[config.mk]
export PLATFORM = sky130hd
export DESIGN_NAME = instr_assembler_flat
export DESIGN_NICKNAME = d
export VERILOG_FILES = /design/src/rtl/instr_asm_pkg.sv /design/src/rtl/instr_assembler_if.sv /design/src/rtl/instr_out_fifo.sv /design/src/rtl/instr_assembler.sv /design/src/flat_wrapper.sv
export SDC_FILE = /design/constraint.sdc
export NUM_CORES = 1
export LEC_CHECK = 0
export CORE_MARGIN = 2
export CORE_UTILIZATION = 55
export CTS_BUF_LIST = sky130_fd_sc_hd__clkbuf_2 sky130_fd_sc_hd__clkbuf_4 sky130_fd_sc_hd__clkbuf_8
export DETAILED_ROUTE_END_ITERATION = 10
export PLACE_DENSITY = 0.85
export REMOVE_ABC_BUFFERS = 1
export SLEW_MARGIN = 20
export SYNTH_ARGS = -nofsm -noshare
export SYNTH_HDL_FRONTEND = slang
export SYNTH_HIERARCHICAL = 1
export SYNTH_SLANG_ARGS = --single-unit
[constraint.sdc]
create_clock -name clk -period 4 [get_ports clk]
set_input_delay 0.8 -clock clk [delete_from_list [all_inputs] [get_ports clk]]
set_output_delay 0.8 -clock clk [all_outputs]
set_load 0.05 [all_outputs]
[src/rtl/instr_asm_pkg.sv]
// Shared types and constants for the RV32I instruction assembler.
package instr_asm_pkg;

  typedef enum logic [2:0] {
    FmtR = 3'd0,
    FmtI = 3'd1,
    FmtS = 3'd2,
    FmtB = 3'd3,
    FmtU = 3'd4,
    FmtJ = 3'd5
  } fmt_e;

  localparam logic [31:0] NOP    = 32'h0000_0013;
  localparam logic [6:0]  OP_IMM = 7'h13;
  localparam logic [6:0]  OP     = 7'h33;
  localparam logic [6:0]  STORE  = 7'h23;
  localparam logic [6:0]  BRANCH = 7'h63;
  localparam logic [6:0]  LUI    = 7'h37;
  localparam logic [6:0]  JAL    = 7'h6F;

  typedef struct packed {
    logic [31:0] word;
    logic        err;
  } entry_t;

  // True when every bit of v selected by mask carries the same value.
  function automatic logic all_eq(input logic [31:0] v, input logic [31:0] mask);
    return ((v & mask) == mask) || ((v & mask) == 32'd0);
  endfunction

endpackage

[src/rtl/instr_assembler_if.sv]
// Field-bundle input and encoded-word output handshakes of the instruction assembler.
interface instr_assembler_if #(
  parameter int unsigned ADDR_W = 8
);
  logic              in_valid;
  logic              in_ready;
  logic [2:0]        fmt;
  logic [6:0]        opcode;
  logic [4:0]        rd_addr;
  logic [4:0]        rs1_addr;
  logic [4:0]        rs2_addr;
  logic [2:0]        func3;
  logic [6:0]        func7;
  logic [31:0]       imm;
  logic              out_valid;
  logic              out_ready;
  logic [31:0]       out_word;
  logic [ADDR_W-1:0] out_addr;
  logic              out_err;
  logic [7:0]        err_cnt;

  modport master (
    output in_valid, fmt, opcode, rd_addr, rs1_addr, rs2_addr, func3, func7, imm, out_ready,
    input  in_ready, out_valid, out_word, out_addr, out_err, err_cnt
  );

  modport slave (
    input  in_valid, fmt, opcode, rd_addr, rs1_addr, rs2_addr, func3, func7, imm, out_ready,
    output in_ready, out_valid, out_word, out_addr, out_err, err_cnt
  );
endinterface

[src/rtl/instr_out_fifo.sv]
// Two-entry valid/ready FIFO of encoded entries with synchronous flush.
module instr_out_fifo
  import instr_asm_pkg::*;
(
  input  logic   clk,
  input  logic   rst,
  input  logic   i_clr,
  input  logic   i_push,
  input  entry_t i_data,
  input  logic   i_pop,
  output logic   o_can_push,
  output logic   o_valid,
  output entry_t o_data
);
  entry_t     r_mem [2];
  logic       r_wr_ptr;
  logic       r_rd_ptr;
  logic [1:0] r_count;

  assign o_valid    = (r_count != 2'd0);
  // A pop frees the head slot in the same cycle, so a full FIFO can still take a push.
  assign o_can_push = (r_count != 2'd2) || i_pop;
  assign o_data     = r_mem[r_rd_ptr];

  always_ff @(posedge clk or posedge rst) begin
    if (rst) begin
      r_mem    <= '{default: '0};
      r_wr_ptr <= 1'b0;
      r_rd_ptr <= 1'b0;
      r_count  <= 2'd0;
    end else if (i_clr) begin
      r_wr_ptr <= 1'b0;
      r_rd_ptr <= 1'b0;
      r_count  <= 2'd0;
    end else begin
      if (i_push) begin
        r_mem[r_wr_ptr] <= i_data;
        r_wr_ptr        <= ~r_wr_ptr;
      end
      if (i_pop) r_rd_ptr <= ~r_rd_ptr;
      r_count <= r_count + {1'b0, i_push} - {1'b0, i_pop};
    end
  end

endmodule

[src/rtl/instr_assembler.sv]
// Packs RV32I field bundles into instruction words and streams them with a word address.
module instr_assembler
  import instr_asm_pkg::*;
#(
  parameter int unsigned ADDR_W = 8
) (
  input logic               clk,
  input logic               rst,
  input logic               clr,
  instr_assembler_if.slave  bus
);
  fmt_e              w_fmt;
  logic [31:0]       w_imm;
  entry_t            w_enc;
  entry_t            w_head;
  logic              w_in_ready;
  logic              w_accept;
  logic              w_advance;
  logic              w_can_push;
  logic              w_fifo_valid;
  logic              w_pop;
  logic              r_s1_valid;
  entry_t            r_s1;
  logic [ADDR_W-1:0] r_addr;
  logic [7:0]        r_err_cnt;

  assign w_fmt = fmt_e'(bus.fmt);
  assign w_imm = bus.imm;

  always_comb begin
    w_enc.word = NOP;
    w_enc.err  = 1'b1;
    case (w_fmt)
      FmtR: begin
        w_enc.word = {bus.func7, bus.rs2_addr, bus.rs1_addr, bus.func3, bus.rd_addr, bus.opcode};
        w_enc.err  = 1'b0;
      end
      FmtI: begin
        w_enc.word = {w_imm[11:0], bus.rs1_addr, bus.func3, bus.rd_addr, bus.opcode};
        w_enc.err  = !all_eq(w_imm, 32'hFFFF_F800);
      end
      FmtS: begin
        w_enc.word = {w_imm[11:5], bus.rs2_addr, bus.rs1_addr, bus.func3, w_imm[4:0], bus.opcode};
        w_enc.err  = !all_eq(w_imm, 32'hFFFF_F800);
      end
      FmtB: begin
        w_enc.word = {w_imm[12], w_imm[10:5], bus.rs2_addr, bus.rs1_addr, bus.func3,
                      w_imm[4:1], w_imm[11], bus.opcode};
        w_enc.err  = !all_eq(w_imm, 32'hFFFF_F000) || w_imm[0];
      end
      FmtU: begin
        w_enc.word = {w_imm[31:12], bus.rd_addr, bus.opcode};
        w_enc.err  = |w_imm[11:0];
      end
      FmtJ: begin
        w_enc.word = {w_imm[20], w_imm[10:1], w_imm[11], w_imm[19:12], bus.rd_addr, bus.opcode};
        w_enc.err  = !all_eq(w_imm, 32'hFFF0_0000) || w_imm[0];
      end
      default: ;
    endcase
  end

  // clr outranks every transfer: nothing is accepted, advanced or popped that cycle.
  assign w_pop      = w_fifo_valid && bus.out_ready && !clr;
  assign w_advance  = r_s1_valid && w_can_push && !clr;
  assign w_in_ready = !clr && (!r_s1_valid || w_advance);
  assign w_accept   = bus.in_valid && w_in_ready;

  always_ff @(posedge clk or posedge rst) begin
    if (rst) begin
      r_s1_valid <= 1'b0;
      r_s1       <= '0;
    end else if (clr) begin
      r_s1_valid <= 1'b0;
    end else if (w_accept) begin
      r_s1_valid <= 1'b1;
      r_s1       <= w_enc;
    end else if (w_advance) begin
      r_s1_valid <= 1'b0;
    end
  end

  instr_out_fifo u_fifo (
    .clk        (clk),
    .rst        (rst),
    .i_clr      (clr),
    .i_push     (w_advance),
    .i_data     (r_s1),
    .i_pop      (w_pop),
    .o_can_push (w_can_push),
    .o_valid    (w_fifo_valid),
    .o_data     (w_head)
  );

  always_ff @(posedge clk or posedge rst) begin
    if (rst) begin
      r_addr    <= '0;
      r_err_cnt <= 8'd0;
    end else begin
      if (clr)        r_addr <= '0;
      else if (w_pop) r_addr <= r_addr + ADDR_W'(1);
      if (w_pop && w_head.err && (r_err_cnt != 8'hFF)) r_err_cnt <= r_err_cnt + 8'd1;
    end
  end

  assign bus.in_ready  = w_in_ready;
  assign bus.out_valid = w_fifo_valid;
  assign bus.out_word  = w_head.word;
  assign bus.out_err   = w_head.err;
  assign bus.out_addr  = r_addr;
  assign bus.err_cnt   = r_err_cnt;

endmodule

[src/flat_wrapper.sv]
// flat-port wrapper written by rule: the top's interface ports become plain ports
module instr_assembler_flat import instr_asm_pkg::*;
#(
  parameter int unsigned ADDR_W = 8
)
  (clk, rst, clr, bus_in_valid, bus_fmt, bus_opcode, bus_rd_addr, bus_rs1_addr, bus_rs2_addr, bus_func3, bus_func7, bus_imm, bus_out_ready, bus_in_ready, bus_out_valid, bus_out_word, bus_out_addr, bus_out_err, bus_err_cnt);
  instr_assembler_if #(.ADDR_W(ADDR_W)) bus_i ();
  input logic clk;
  input logic rst;
  input logic clr;
  input wire logic [$bits(bus_i.in_valid)-1:0] bus_in_valid;
  input wire logic [$bits(bus_i.fmt)-1:0] bus_fmt;
  input wire logic [$bits(bus_i.opcode)-1:0] bus_opcode;
  input wire logic [$bits(bus_i.rd_addr)-1:0] bus_rd_addr;
  input wire logic [$bits(bus_i.rs1_addr)-1:0] bus_rs1_addr;
  input wire logic [$bits(bus_i.rs2_addr)-1:0] bus_rs2_addr;
  input wire logic [$bits(bus_i.func3)-1:0] bus_func3;
  input wire logic [$bits(bus_i.func7)-1:0] bus_func7;
  input wire logic [$bits(bus_i.imm)-1:0] bus_imm;
  input wire logic [$bits(bus_i.out_ready)-1:0] bus_out_ready;
  output wire logic [$bits(bus_i.in_ready)-1:0] bus_in_ready;
  output wire logic [$bits(bus_i.out_valid)-1:0] bus_out_valid;
  output wire logic [$bits(bus_i.out_word)-1:0] bus_out_word;
  output wire logic [$bits(bus_i.out_addr)-1:0] bus_out_addr;
  output wire logic [$bits(bus_i.out_err)-1:0] bus_out_err;
  output wire logic [$bits(bus_i.err_cnt)-1:0] bus_err_cnt;
  assign bus_i.in_valid = bus_in_valid;
  assign bus_i.fmt = bus_fmt;
  assign bus_i.opcode = bus_opcode;
  assign bus_i.rd_addr = bus_rd_addr;
  assign bus_i.rs1_addr = bus_rs1_addr;
  assign bus_i.rs2_addr = bus_rs2_addr;
  assign bus_i.func3 = bus_func3;
  assign bus_i.func7 = bus_func7;
  assign bus_i.imm = bus_imm;
  assign bus_i.out_ready = bus_out_ready;
  assign bus_in_ready = bus_i.in_ready;
  assign bus_out_valid = bus_i.out_valid;
  assign bus_out_word = bus_i.out_word;
  assign bus_out_addr = bus_i.out_addr;
  assign bus_out_err = bus_i.out_err;
  assign bus_err_cnt = bus_i.err_cnt;
  instr_assembler #(.ADDR_W(ADDR_W)) u_core (.clk(clk), .rst(rst), .clr(clr), .bus(bus_i));
endmodule
== After elaboration in Yosys (flattened, before gate mapping) ==
Index checks and enable logic that the tools add are counted.
Operators by class
  mux-type cells: 17
  equality and inequality tests: 10
  reductions and logical operators: 32
  $add $sub $neg: 4
  bitwise gates (word level): 5
  order comparisons: 3
Operators by type and width (number)
  $pmux W33 S6: 1
  $mux W33: 4
  $logic_not A32 Y1: 3
  $bwmux W66: 1
  $demux W33 S1: 1
  $eq A21 B21 Y1 const B: 1
  $eq A20 B20 Y1 const B: 1
  $add A8 B1 Y8 const B: 2
  $mux W8: 2
  $eq A12 B12 Y1 const B: 1
  $reduce_or A12 Y1: 1
  $logic_and A1 B1 Y1: 9
  $ne A8 B8 Y1 const B: 1
  $logic_or A1 B1 Y1: 7
  $mux W1: 7
  $eq A3 B2 Y1 const B: 2
  $eq A3 B3 Y1 const B: 2
  $reduce_bool A2 Y1: 3
  $logic_not A1 Y1: 5
  $ge A2 B2 Y1 const B: 2
  $not A1 Y2: 2
  $reduce_and A2 Y1: 2
  $eq A3 B1 Y1 const B: 1
  $logic_not A3 Y1: 1
  other kinds (7): 9
Word-level totals
  register bits after elaboration: 120
  input port bits: 72
  output and inout port bits: 51

== Depth between registers and ports, before layout ==
  word-level depth: 11
  mapped depth: 12
  mapped depth without buffers: 10

== Hierarchy ==
Netlist, hierarchy kept.
By module, submodules not included
  instr_out_fifo: area each 3098.0 um^2, cells each 196, times used 1
  instr_assembler: area each 2682.6 um^2, cells each 291, times used 1

== Least setup slack after synthesis ==
OpenSTA, ideal clock, no wires.
  path type: input-to-reg
  start: input clr
  end: register u_core/r_s1[22] (netlist name)
  buffers on the path: 3
  data required time: 3.862 ns
  setup slack: 1.118 ns
  cell stages on the path: 11
  data arrival time: 2.745 ns
  library setup time: 0.138 ns
  cells stage by stage: clkbuf_1 nor2_1 inv_1 nand3_1 nor2b_1 nor2_1 nand2_1 buf_2 buf_2 nand2_1 o21ai_0
Between the ends
  longest elaborated chain between the ends: 9
  elaborated cells on any way between the ends: 10
Ends and longest elaborated chain
  from (decl): line flat_wrapper.sv:10  | input logic clr;
  $logic_not A1 Y1: line instr_assembler.sv:64  | assign w_pop = w_fifo_valid && bus.out_ready && !clr;
  $logic_and A1 B1 Y1: line instr_assembler.sv:64
  net u_core.w_pop: line instr_assembler.sv:21  | logic w_pop;
  $logic_or A1 B1 Y1: line instr_out_fifo.sv:22  | assign o_can_push = (r_count != 2'd2) || i_pop;
  net u_core.w_can_push: line instr_assembler.sv:19  | logic w_can_push;
  $logic_and A1 B1 Y1 (2 in series): line instr_assembler.sv:65  | assign w_advance = r_s1_valid && w_can_push && !clr;
  $logic_or A1 B1 Y1: line instr_assembler.sv:66  | assign w_in_ready = !clr && (!r_s1_valid || w_advance);
  $logic_and A1 B1 Y1: line instr_assembler.sv:66
  net bus_in_ready: line flat_wrapper.sv:21  | output wire logic [$bits(bus_i.in_ready)-1:0] bus_in_ready;
  $logic_and A1 B1 Y1: line instr_assembler.sv:67  | assign w_accept = bus.in_valid && w_in_ready;
  $reduce_and A2 Y1 (no line)
  to (signal assigned): line instr_assembler.sv:77  | r_s1 <= w_enc;
  to (decl): line instr_assembler.sv:23  | entry_t r_s1;
The timed path passes the listed nets, and every way through them passes these cells.
A chain may end at the register's enable or synchronous reset.

== Final worst setup path ==
  start: register u_core.u_fifo.r_rd_ptr
  end: output bus_out_word[27]
Between the ends
  longest elaborated chain between the ends: 4
Ends and longest elaborated chain
  from (decl): line instr_out_fifo.sv:17  | logic r_rd_ptr;
  from (signal assigned): line instr_out_fifo.sv:40  | if (i_pop) r_rd_ptr <= ~r_rd_ptr;
  $not A1 Y2 (not written as such): line instr_out_fifo.sv:23  | assign o_data = r_mem[r_rd_ptr];
  $mux W33 (not written as such) (3 in series): line instr_out_fifo.sv:23
  to (decl): line flat_wrapper.sv:23  | output wire logic [$bits(bus_i.out_word)-1:0] bus_out_word;
No other way between the ends. The select of a mux whose other input is x is not followed.

==> results.md <==
- After synthesis the netlist holds a flip-flop and latch count of 120.
- With fillers left out, the area of the finished cells amounts to approximately 7500 um^2.
- After detailed routing, the number of remaining DRC violations is 0.
- In this run, post-CTS hold repair placed 0 buffers.
- Along the worst hold path, the cell count comes to 2.
- The H-tree was split into 4 levels.
- Along the worst path, the maximum fanout reaches 34.
- The number of buffers and inverters on the critical path is 2.
- The number of buffers added on ports is between 100 and 150.
- Power spread over the standard cell area amounts to approximately 540 nW/um^2.
- The vertical extent of the die is roughly 110 um.
- The aggregate negative setup slack is 0 ns.
- The highest attainable clock frequency is 318 MHz.
- The worst-case IR drop observed on VDD is between 0.0002 and 0.0003 V.
- The quantity of gates resized following cts is 0.
- STA puts the critical path data required time at approximately 3.2 ns.
- The worst min-delay path category is register to register.
- The full die area is ~11000 um^2.
- The flow ran to the end, and the final reports show no timing, DRC or antenna violations.
- The count of nets left with antenna violations once routing finished came out at 0.
- The number of endpoints with negative hold slack in the final report was 0.
- Once routing completed, OpenROAD measured the worst setup slack at between 0.8 and 0.9 ns.
- The routed wire length is ~14000 um.
- Yosys attributes the largest share of cell area to sky130_fd_sc_hd__dfrtp_1 (52%), sky130_fd_sc_hd__mux2_2 (19%), sky130_fd_sc_hd__nor2_1 (3.7%).
- In this design, the largest share of critical-path delay is due to buffers and inverters.
- The synthesis-to-finish area growth is 30.1%.
- The routed layout has about 4400 vias.
- The net count of the finished layout is 690.
- The half-perimeter wire length of the detailed placement result is 9850 um.
- The number of buffers between clock root and the deepest sink is 2.
- Before antenna repair, the detailed router went through 4 iterations.
- The initial antenna violation count is 0.
- The leakage power of the design is about 3.3 nW.
- The critical path goes through buf_4 -> mux2_2 -> clkdlybuf4s50_1.
- The final RePlAce weighted congestion is about 0.9.
- The initial core utilization is 0.562.
- The share of final-layout standard cells stronger than drive strength 1 is 0.247.
- The number of cells traversed by the worst register-to-register path is 10.
- The final clock period utilization by the worst path is 0.787.
- The worst pin sits at a relative slew slack of 0.372.
- The critical path class is register to primary output.
- The max-cap violation count is 0.
- The filler cells instantiated in the layout total 729.
- The number of distinct standard cells referenced by the synthesized netlist is between 50 and 60.
- For this design the top-level I/O count stands at between 100 and 150.
- The data arrival time of the critical path is 2.35 ns.
- The cell accounting for the most synthesized area is sky130_fd_sc_hd__dfrtp_1.
- The synthesized cell area is 5780 um^2.
- The worst setup path is captured at a primary output.
- The core utilization of the finished layout is 0.732.
- The buffer type at the clock tree root is sky130_fd_sc_hd__clkbuf_8.
- Setup violations remaining at the end of the flow were counted as 0.
- The maximum number of pins on one net before global-route repair is 51.
- The number of rows in the core area is 37.
- The number of flops mapped to enable cells by yosys is 0.
- The via-per-instance ratio is ~5.8.
- The detail-routed net length per standard cell is ~18 um.
- The average footprint of a synthesized cell is ~12 um^2.
- Summing all placed instances gives a cell area of 7110 um^2.
- The async set or reset register ratio after synthesis is 1.00.
- For this design, the slowest cell found on the critical path is sky130_fd_sc_hd__clkdlybuf4s50_1.
- Counting every instance in the synthesized netlist gives approximately 490.
- The first-pass GRT wire length is around 23000 um.
- The number of warnings printed during yosys synthesis is 6.
- The TritonCTS clock tree is built.
- Counting I/O delays and the setup requirement, the final critical path takes 3.15 ns.
- The clock transition at the registers of the reported paths is roughly 0.070 ns.
- At the later pin of the worst-skew pair, clock insertion delay measures ~0.43 ns.
- For this run the aggregate overflow at the end of global routing stands at 0.
- On the worst path, the slowest cell contributes a delay of ~0.76 ns.
- The overall routing resource usage is 0.261.
- The share of synthesized area in the top cell type comes to 0.519.
- The post-CTS setup buffer count is 0.
- The total stage count of the critical path is 3.
- The diode insertion count for antenna repair is 0.
- The core region is just over 10000 um^2.
- The via count of the first global-routing pass is between 4000 and 5000.
- The number of pins exceeding their max-slew limit in the final report is 0.
- Setup repair after global routing left no endpoint under its margin.
- The most used flip-flop cell after synthesis is sky130_fd_sc_hd__dfrtp_1.
- The transition time of the tightest slew-check pin is about 0.94 ns.
- The TritonCTS buffer count is 17.
- The floorplan step set the die width to roughly 110 um.
- The portion of the post-synthesis area used by sequential elements is 0.519.
- After the first detailed-routing iteration, the DRC count stood at around 260.
- The clock drives 120 sinks.
- STA classifies the critical path startpoint as a register.
- Clock skew on the completed layout was measured at between 0.01 and 0.015 ns.
- Before CTS, the worst setup slack after placement is ~0.65 ns.
==> logic make-up after synthesis <==
logic type / count (synthesis) / share of synthesized area
fa+ha+maj: 4 / 0.00866
buf+inv: 37 / 0.0359
xor+xnor: 17 / 0.0281
mux: 107 / 0.207
flops: 120 / 0.519
compound gates: 71 / 0.0896
simple gates: 131 / 0.111
==> layout by cell type, fill, tap and decap left out, types with 3 or more instances in the layout <==
master / instances
sky130_fd_sc_hd__nor2b_1: 8
sky130_fd_sc_hd__clkbuf_4: 3
sky130_fd_sc_hd__ha_1: 4
sky130_fd_sc_hd__a21oi_1: 14
sky130_fd_sc_hd__buf_4: 12
sky130_fd_sc_hd__clkdlybuf4s50_1: 121
sky130_fd_sc_hd__a2bb2oi_1: 6
sky130_fd_sc_hd__xnor2_1: 7
sky130_fd_sc_hd__clkinv_2: 4
sky130_fd_sc_hd__inv_1: 8
sky130_fd_sc_hd__nor4_1: 7
sky130_fd_sc_hd__nor2_1: 57
sky130_fd_sc_hd__xor2_1: 9
sky130_fd_sc_hd__a22o_1: 4
sky130_fd_sc_hd__o22a_1: 3
sky130_fd_sc_hd__nand2_1: 25
sky130_fd_sc_hd__dfrtp_1: 120
sky130_fd_sc_hd__mux2_2: 98
sky130_fd_sc_hd__nand4_1: 10
sky130_fd_sc_hd__nand3_1: 6
sky130_fd_sc_hd__a221oi_1: 17
sky130_fd_sc_hd__clkbuf_8: 22
sky130_fd_sc_hd__mux2i_1: 7
sky130_fd_sc_hd__o21ai_0: 16
==> state kept, by name, summed over array words and instances, names as in the netlist <==
register                flops
u_core/u_fifo/r_rd_ptr      1
u_core/bus.out_addr         8
u_core/u_fifo/r_mem        66
u_core/u_fifo/r_wr_ptr      1
u_core/bus.err_cnt          8
u_core/u_fifo/r_count       2
u_core/r_s1                33
u_core/r_s1_valid           1
==> cell type report <==
type	instances	area, um^2	share of cell area
multi-input combinational	330	2570	0.342
sequential	120	3000	0.399
timing repair buffer	134	1320	0.176
tap	136	170	0.0226
clock inverter	7	90.1	0.0120
inverter	11	42.5	0.00566
clock buffer	25	325	0.0432
==> tightest hold or removal path, stage by stage, from the launching register on <==
cell and delay, ns:
sky130_fd_sc_hd__dfrtp_1 0.36, sky130_fd_sc_hd__nand2_1 0.05, sky130_fd_sc_hd__o21ai_0 0.06
==> worst paths after layout <==
kind	start	endpoint	slack [ns]
worst max-delay path	u_core/u_fifo/r_rd_ptr	bus_out_word[27]	0.85
max in group asynchronous	rst	u_core/r_s1[4]	2.52
worst min register to register	u_core/r_s1[23]	u_core/r_s1[23]	0.50
min in group asynchronous	rst	u_core/u_fifo/r_mem[17]	0.67
worst min-delay path	u_core/r_s1[23]	u_core/r_s1[23]	0.50
worst max register to register	u_core/u_fifo/r_count[1]	u_core/u_fifo/r_mem[35]	1.41
==> routing by layer <==
metal	vias to the layer above	GRT usage	routed length, um
li1	2017	-	-
met1	2192	0.317	5680
met2	173	0.444	7050
met3	23	0.0687	902
met4	0	0.105	319
met5	-	0	0
==> synthesized netlist by cell type (8+ instances only) <==
cell type and count:
sky130_fd_sc_hd__xor2_1 9, sky130_fd_sc_hd__mux2_2 98, sky130_fd_sc_hd__nand4_1 10, sky130_fd_sc_hd__clkbuf_1 8
sky130_fd_sc_hd__buf_2 9, sky130_fd_sc_hd__dfrtp_1 120, sky130_fd_sc_hd__nand2_1 25, sky130_fd_sc_hd__o21ai_0 16
sky130_fd_sc_hd__inv_1 10, sky130_fd_sc_hd__nor2b_1 8, sky130_fd_sc_hd__nor2_1 57, sky130_fd_sc_hd__a221oi_1 17
sky130_fd_sc_hd__a21oi_1 14
==> per-stage QoR <==
| stage | std cells | hold WS, ns | power, W |
|---|---|---|---|
| after floorplan | 461 | 0.454 | 0.00250 |
| after global placement | 731 | 0.464 | 0.00295 |
| after detailed placement | 731 | 0.490 | 0.00301 |
| after CTS | 763 | 0.504 | 0.00412 |
| after global routing | 763 | 0.516 | 0.00429 |
| final | 763 | 0.499 | 0.00410 |
==> power by group <==
| group | switching (W) | internal (W) | total (W) |
|---|---|---|---|
| registers | 0.000145 | 0.00145 | 0.00159 |
| logic | 0.000813 | 0.000584 | 0.00140 |
| clock network | 0.000455 | 0.000655 | 0.00111 |
(Power assumes the default switching activity.)
